### config.mk
export PLATFORM = sky130hd
export DESIGN_NAME = alu_result_stage
export DESIGN_NICKNAME = d
export VERILOG_FILES = /design/src/rtl/alu_result_stage.sv
export SDC_FILE = /design/constraint.sdc
export NUM_CORES = 1
export LEC_CHECK = 0
export ABC_CLOCK_PERIOD_IN_PS = 1800
export BUFFER_PORTS_ARGS = -buffer_cell sky130_fd_sc_hd__buf_2
export CORE_MARGIN = 10
export CORE_UTILIZATION = 43
export CTS_BUF_LIST = sky130_fd_sc_hd__clkbuf_16
export DETAILED_ROUTE_END_ITERATION = 10
export GPL_TIMING_DRIVEN = 0
export PLACE_DENSITY = 0.76
export SYNTH_ARGS = -nofsm -noshare
export SYNTH_HDL_FRONTEND = slang
export SYNTH_SLANG_ARGS = --single-unit
### constraint.sdc
create_clock -name clock -period 1.8 [get_ports clock]
set_input_delay 0.09 -clock clock [delete_from_list [all_inputs] [get_ports clock]]
set_output_delay 0.09 -clock clock [all_outputs]
set_load 0.005 [all_outputs]
### src/rtl/alu_result_stage.sv
// rtl/alu_result_stage.sv - two-entry skid-buffered ALU writeback stage with overflow exception counter
// Decodes ALU results into writeback/branch form at acceptance and delivers them in order.
module alu_result_stage (
    input  logic        clock,
    input  logic        reset,
    input  logic        flush,
    input  logic        in_valid,
    output logic        in_ready,
    input  logic [31:0] in_result,
    input  logic        in_overflow,
    input  logic        in_isNotEqual,
    input  logic        in_isLessThan,
    input  logic [4:0]  in_rd,
    input  logic [2:0]  in_kind,
    output logic        out_valid,
    input  logic        out_ready,
    output logic [31:0] out_data,
    output logic [4:0]  out_rd,
    output logic        out_we,
    output logic        out_branch_taken,
    output logic [7:0]  exc_count
);

    typedef struct packed {
        logic [31:0] data;
        logic [4:0]  rd;
        logic        we;
        logic        taken;
        logic        exc;
    } entry_t;

    localparam logic [2:0] KIND_ADD  = 3'd1;
    localparam logic [2:0] KIND_ADDI = 3'd2;
    localparam logic [2:0] KIND_SUB  = 3'd3;
    localparam logic [2:0] KIND_BNE  = 3'd4;
    localparam logic [2:0] KIND_BLT  = 3'd5;
    localparam logic [4:0] EXC_RD    = 5'd30;

    entry_t     main_q, main_d;
    entry_t     skid_q, skid_d;
    logic       main_valid_q, main_valid_d;
    logic       skid_valid_q, skid_valid_d;
    logic       in_ready_q, in_ready_d;
    logic [7:0] exc_q, exc_d;
    entry_t     new_e;
    logic       accept;
    logic       out_hs;

    assign accept = in_valid && in_ready_q && !flush;
    assign out_hs = main_valid_q && out_ready;

    always_comb begin
        new_e.data  = in_result;
        new_e.rd    = in_rd;
        new_e.we    = (in_rd != 5'd0);
        new_e.taken = 1'b0;
        new_e.exc   = 1'b0;
        case (in_kind)
            KIND_ADD, KIND_ADDI, KIND_SUB: begin
                // Overflow is turned into a write of the exception cause code into x30.
                if (in_overflow) begin
                    new_e.data = {29'd0, in_kind};
                    new_e.rd   = EXC_RD;
                    new_e.we   = 1'b1;
                    new_e.exc  = 1'b1;
                end
            end
            KIND_BNE: begin
                new_e.we    = 1'b0;
                new_e.taken = in_isNotEqual;
            end
            KIND_BLT: begin
                new_e.we    = 1'b0;
                new_e.taken = in_isLessThan;
            end
            default: ;
        endcase
    end

    always_comb begin
        main_d       = main_q;
        skid_d       = skid_q;
        main_valid_d = main_valid_q;
        skid_valid_d = skid_valid_q;
        if (flush) begin
            main_valid_d = 1'b0;
            skid_valid_d = 1'b0;
        end else if (!main_valid_q || out_hs) begin
            // Main is free next cycle: the older skid entry wins, otherwise take the new input.
            if (skid_valid_q) begin
                main_d       = skid_q;
                main_valid_d = 1'b1;
                skid_valid_d = 1'b0;
            end else begin
                main_d       = new_e;
                main_valid_d = accept;
            end
        end else if (accept) begin
            skid_d       = new_e;
            skid_valid_d = 1'b1;
        end
        in_ready_d = !skid_valid_d;
    end

    always_comb begin
        exc_d = exc_q;
        if (out_hs && main_q.exc && (exc_q != 8'hFF)) begin
            exc_d = exc_q + 8'd1;
        end
    end

    always_ff @(posedge clock) begin
        if (reset) begin
            main_q       <= '0;
            skid_q       <= '0;
            main_valid_q <= 1'b0;
            skid_valid_q <= 1'b0;
            in_ready_q   <= 1'b1;
            exc_q        <= 8'd0;
        end else begin
            main_q       <= main_d;
            skid_q       <= skid_d;
            main_valid_q <= main_valid_d;
            skid_valid_q <= skid_valid_d;
            in_ready_q   <= in_ready_d;
            exc_q        <= exc_d;
        end
    end

    assign in_ready         = in_ready_q;
    assign out_valid        = main_valid_q;
    assign out_data         = main_valid_q ? main_q.data : 32'd0;
    assign out_rd           = main_valid_q ? main_q.rd : 5'd0;
    assign out_we           = main_valid_q && main_q.we;
    assign out_branch_taken = main_valid_q && main_q.taken;
    assign exc_count        = exc_q;

endmodule

==> summary.md <==
| Metric | Value |
|---|---|
| Status | `finished, final reports clean` |
| Tot GR Track Use | `0.181` |
| Crit end category | `register` |
| Critical path arrival | `1.93 ns` |
| Critical path origin | `out_valid$_SDFFE_PP0P_` |
| Synth area leaders | `dfxtp_1 (44%), a21oi_1 (9.4%), a211oi_1 (6.2%)` |
| Post-synth EDFFs | `0` |
| P_sw | `1.07 mW` |
| Complex-gate fraction of the synthesized area | `0.197` |
| # IOs | `97` |
| Final net count | `673` |
| Final Cycle Share | `0.965` |
| Layout cell share with drive strength beyond 1 | `0.209` |
| Reg clk slew, reported paths | `0.07 ns` |
| Primary FF master, synth | `dfxtp_1` |
| Final instance area | `5090 um^2` |
| Dpl cell area | `4760 um^2` |
| Slew headroom | `0.608` |
| N_diodes | `0` |
| Leakage power | `2.07 nW` |
| Hold endpoint | `skid_q[29]$_SDFFE_PP0P_` |
| Cell family with most CP delay | `simple AND/OR/NAND/NOR gates` |
| Sequential-to-total area share from yosys stat | `0.443` |
| R2r worst-path depth | `6` |
| Post-Synth XOR/XNOR Area | `0.00213` |
| Largest family of logic cells by synthesized area | `simple AND/OR/NAND/NOR gates` |
| Fin cells | `757` |
| Worst r2r src | `out_valid$_SDFFE_PP0P_` |
| Vias in the first global route | `4270` |
| Crit-path slowest cell | `dfxtp_2` |
| CP Launch Type | `register` |
| CP max stage delay | `0.42 ns` |
| Std cell rows | `35` |
| CP Cell Sequence | `nand2b_2, or3_1, clkbuf_1, clkbuf_1, nand2_1, a21oi_1` |
| Sw Ratio | `0.237` |
| Die area | `13900 um^2` |
| CTS Buf Count | `9` |
| Clk Latency, worst-skew pair | `0.33 ns` |
| # clock sinks | `91` |
| Worst Max-Slew Pin Slew | `0.588 ns` |
| Mean number of vias per cell | `5.50` |
| Area Growth Syn to Fin | `23.6%` |
| Slew Limit Fails | `0` |
| Mapped Area | `4120 um^2` |
| HP Class | `primary input to register` |
| DR WL/cell | `16.9 um` |
| Synth warnings | `0` |
| Fin. Hold Viols | `0` |
| Kind of critical path | `register to register` |
| Root Driver | `clkbuf_16` |
| CP most frequent cell | `clkbuf_1` |
| Final core utilization | `0.548` |
| Critical path depth in cells | `6` |
| Initial antenna violation count | `1` |
| Largest fanout on the critical path | `10` |
| Detail Route Antenna Nets | `0` |
| Worst VDD drop | `0.000491 V` |
| Final hold slack | `0.0139 ns` |
| Cells after synthesis | `517` |
| DRT Wirelength | `12800 um` |
| CTS tree | `done` |
| R2r setup slk | `0.06 ns` |
| Syn Nets | `566` |
| RSZ-0062 raised after global routing | `true` |
| Synth top area share | `0.443` |
| DR vias | `4166` |
| Mux cell area share after synthesis | `0.00486` |
| Share of total power in the clock network | `0.434` |
| #FFs+latches synth | `91` |
| First-pass DRT Iterations | `6` |
| Setup Fix Bufs, Post-CTS | `0` |
| Inst Count DP | `742` |
| Maximum clock frequency | `576 MHz` |
| FF-to-FF End | `skid_q[38]$_SDFFE_PP0P_` |
| 1st-iter DRT viols | `298` |
| Cell-internal power | `3.46 mW` |
| Core Area | `9280 um^2` |
| Sequential share of power | `0.470` |
| H-tree depth | `3` |
| First-pass GRT wire length | `21100 um` |
| Grt ovf | `0` |
| Synth Area in Simple Gates | `0.303` |
| Power Density | `891 nW/um^2` |
| Final setup viols | `0` |
| HPWL after DPL | `9450 um` |
| DRC | `0` |
| Die width | `118 um` |
| Die height | `118 um` |
| CP bufs+invs | `2` |
| Avg Synthesized Cell Area | `7.96 um^2` |
| Ys async rst share | `0` |
| Hold Crit Depth | `3` |
| Distinct cells, synth | `35` |
| Placer Congestion | `0.880` |
| Comb pwr share | `0.096` |
| Area leader, netlist | `dfxtp_1` |
| Clock Path Buffers | `2` |
| Post-Synth Adder-Cell Area | `0.00304` |
| Starting Density | `0.443` |
| Number of max-cap violations | `0` |
| Clk_skew | `0.00514 ns` |
| Hold_sp | `in_result[21]` |
| Port Buf Inserts | `96` |
| Largest net degree at the start of global routing | `15` |
| Final min period | `1.74 ns` |
| CP required | `1.99 ns` |
## power groups by stage
stage	Combinational [mW]	Clock (mW)	Sequential, mW
floorplan	0.255	0	2.16
global placement	0.412	0	2.17
detailed placement	0.425	0	2.17
CTS	0.433	1.98	2.13
global route	0.485	2.07	2.14
finish	0.435	1.97	2.13
## per-layer routing
metal / up-vias / routed length (um) / track usage
li1: 2022 / - / -
met4: 2 / 225 / 0.0541
met1: 1941 / 5530 / 0.223
met5: - / 13 / 0
met2: 175 / 6110 / 0.304
met3: 26 / 917 / 0.0446
## repair_timing
item                                   CTS  global route
endpoints found under the hold margin    1             0
hold buffers                             1             0
gates resized for setup                  5            10
setup endpoints to repair               17            42
## registers in the layout, indices dropped and copies added, names as in the netlist
name	cells
skid_valid_q	1
exc_count	8
skid_q	40
out_valid	1
main_q	40
in_ready	1
## worst max-delay path by stage
stage | endpoint | slack (ns)
floorplan | exc_count[7]$_SDFFE_PP0P_ | 0.27
global placement | skid_q[6]$_SDFFE_PP0P_ | 0.02
detailed placement | main_q[21]$_SDFFE_PP0P_ | -0.03
CTS | out_data[21] | 0.07
global route | skid_q[6]$_SDFFE_PP0P_ | -0.07
finish | skid_q[38]$_SDFFE_PP0P_ | 0.06
## per-stage QoR
step / setup slack (ns) / power, mW / TNS, ns
detailed placement: -0.0264 / 2.60 / -0.0385
global route: -0.0679 / 4.69 / -0.318
CTS: 0.0736 / 4.54 / 0
floorplan: 0.274 / 2.42 / 0
global placement: 0.0240 / 2.58 / 0
finish: 0.0625 / 4.53 / 0
## layout by cell type, fill, tap and decap left out, types with 2 or more instances in the layout
| cell | count |
|---|---|
| clkinv_1 | 2 |
| o211ai_1 | 2 |
| and2_1 | 39 |
| or4_1 | 2 |
| or3_1 | 3 |
| nor2_1 | 47 |
| bufinv_16 | 2 |
| a31oi_1 | 3 |
| dfxtp_1 | 90 |
| a22o_1 | 2 |
| a211oi_1 | 34 |
| nand2b_1 | 11 |
| o21ai_0 | 5 |
| clkbuf_1 | 27 |
| buf_1 | 2 |
| mux2i_1 | 2 |
| nand2_1 | 47 |
| buf_2 | 104 |
| inv_1 | 2 |
| clkbuf_16 | 9 |
| nand3_1 | 35 |
| nand3b_1 | 33 |
| a21oi_1 | 77 |
| nor3_1 | 14 |
| nor2b_1 | 4 |
| clkbuf_2 | 9 |
| o311ai_0 | 4 |
| o21bai_1 | 2 |
## tightest hold or removal path: cells and delay by family
kind,cells,cell delay (ns)
buffers and inverters,1,0.10
AOI/OAI and AO/OA,1,0.05
and+or+nand+nor,1,0.05
## Yosys cell counts, types with 2 or more instances
cell type,instances
a31oi_1,3
o311ai_0,4
o21ai_0,5
nor3_1,14
dfxtp_1,91
inv_1,2
nand2b_1,11
o211ai_1,2
or3_1,3
a21oi_1,77
clkbuf_1,36
or4_1,2
buf_1,3
nand2_1,47
nor2_1,47
buf_2,8
nand3b_1,33
a211oi_1,34
o21bai_1,2
a22o_1,2
and2_1,39
mux2i_1,2
nand3_1,35
nor2b_1,4
## area by class of cell
cell class                 instances  area, um^2
fill                             895        4190
multi-input combinational        377        2110
sequential                        91        1820
timing repair buffer              97         490
clock buffer                       9         225
buffer                            46         194
tap                              129         161
clock inverter                     6        81.3
inverter                           2        7.51
## logic make-up after synthesis
logic type,Yosys count
AO/OA/AOI/OAI,134
adder cells (fa/ha/maj),1
flip-flops,91
XOR/XNOR,1
multiplexers,2
buffers and inverters,49
AND/OR/NAND/NOR,239
Note: power is estimated with default switching activity, not from simulation.
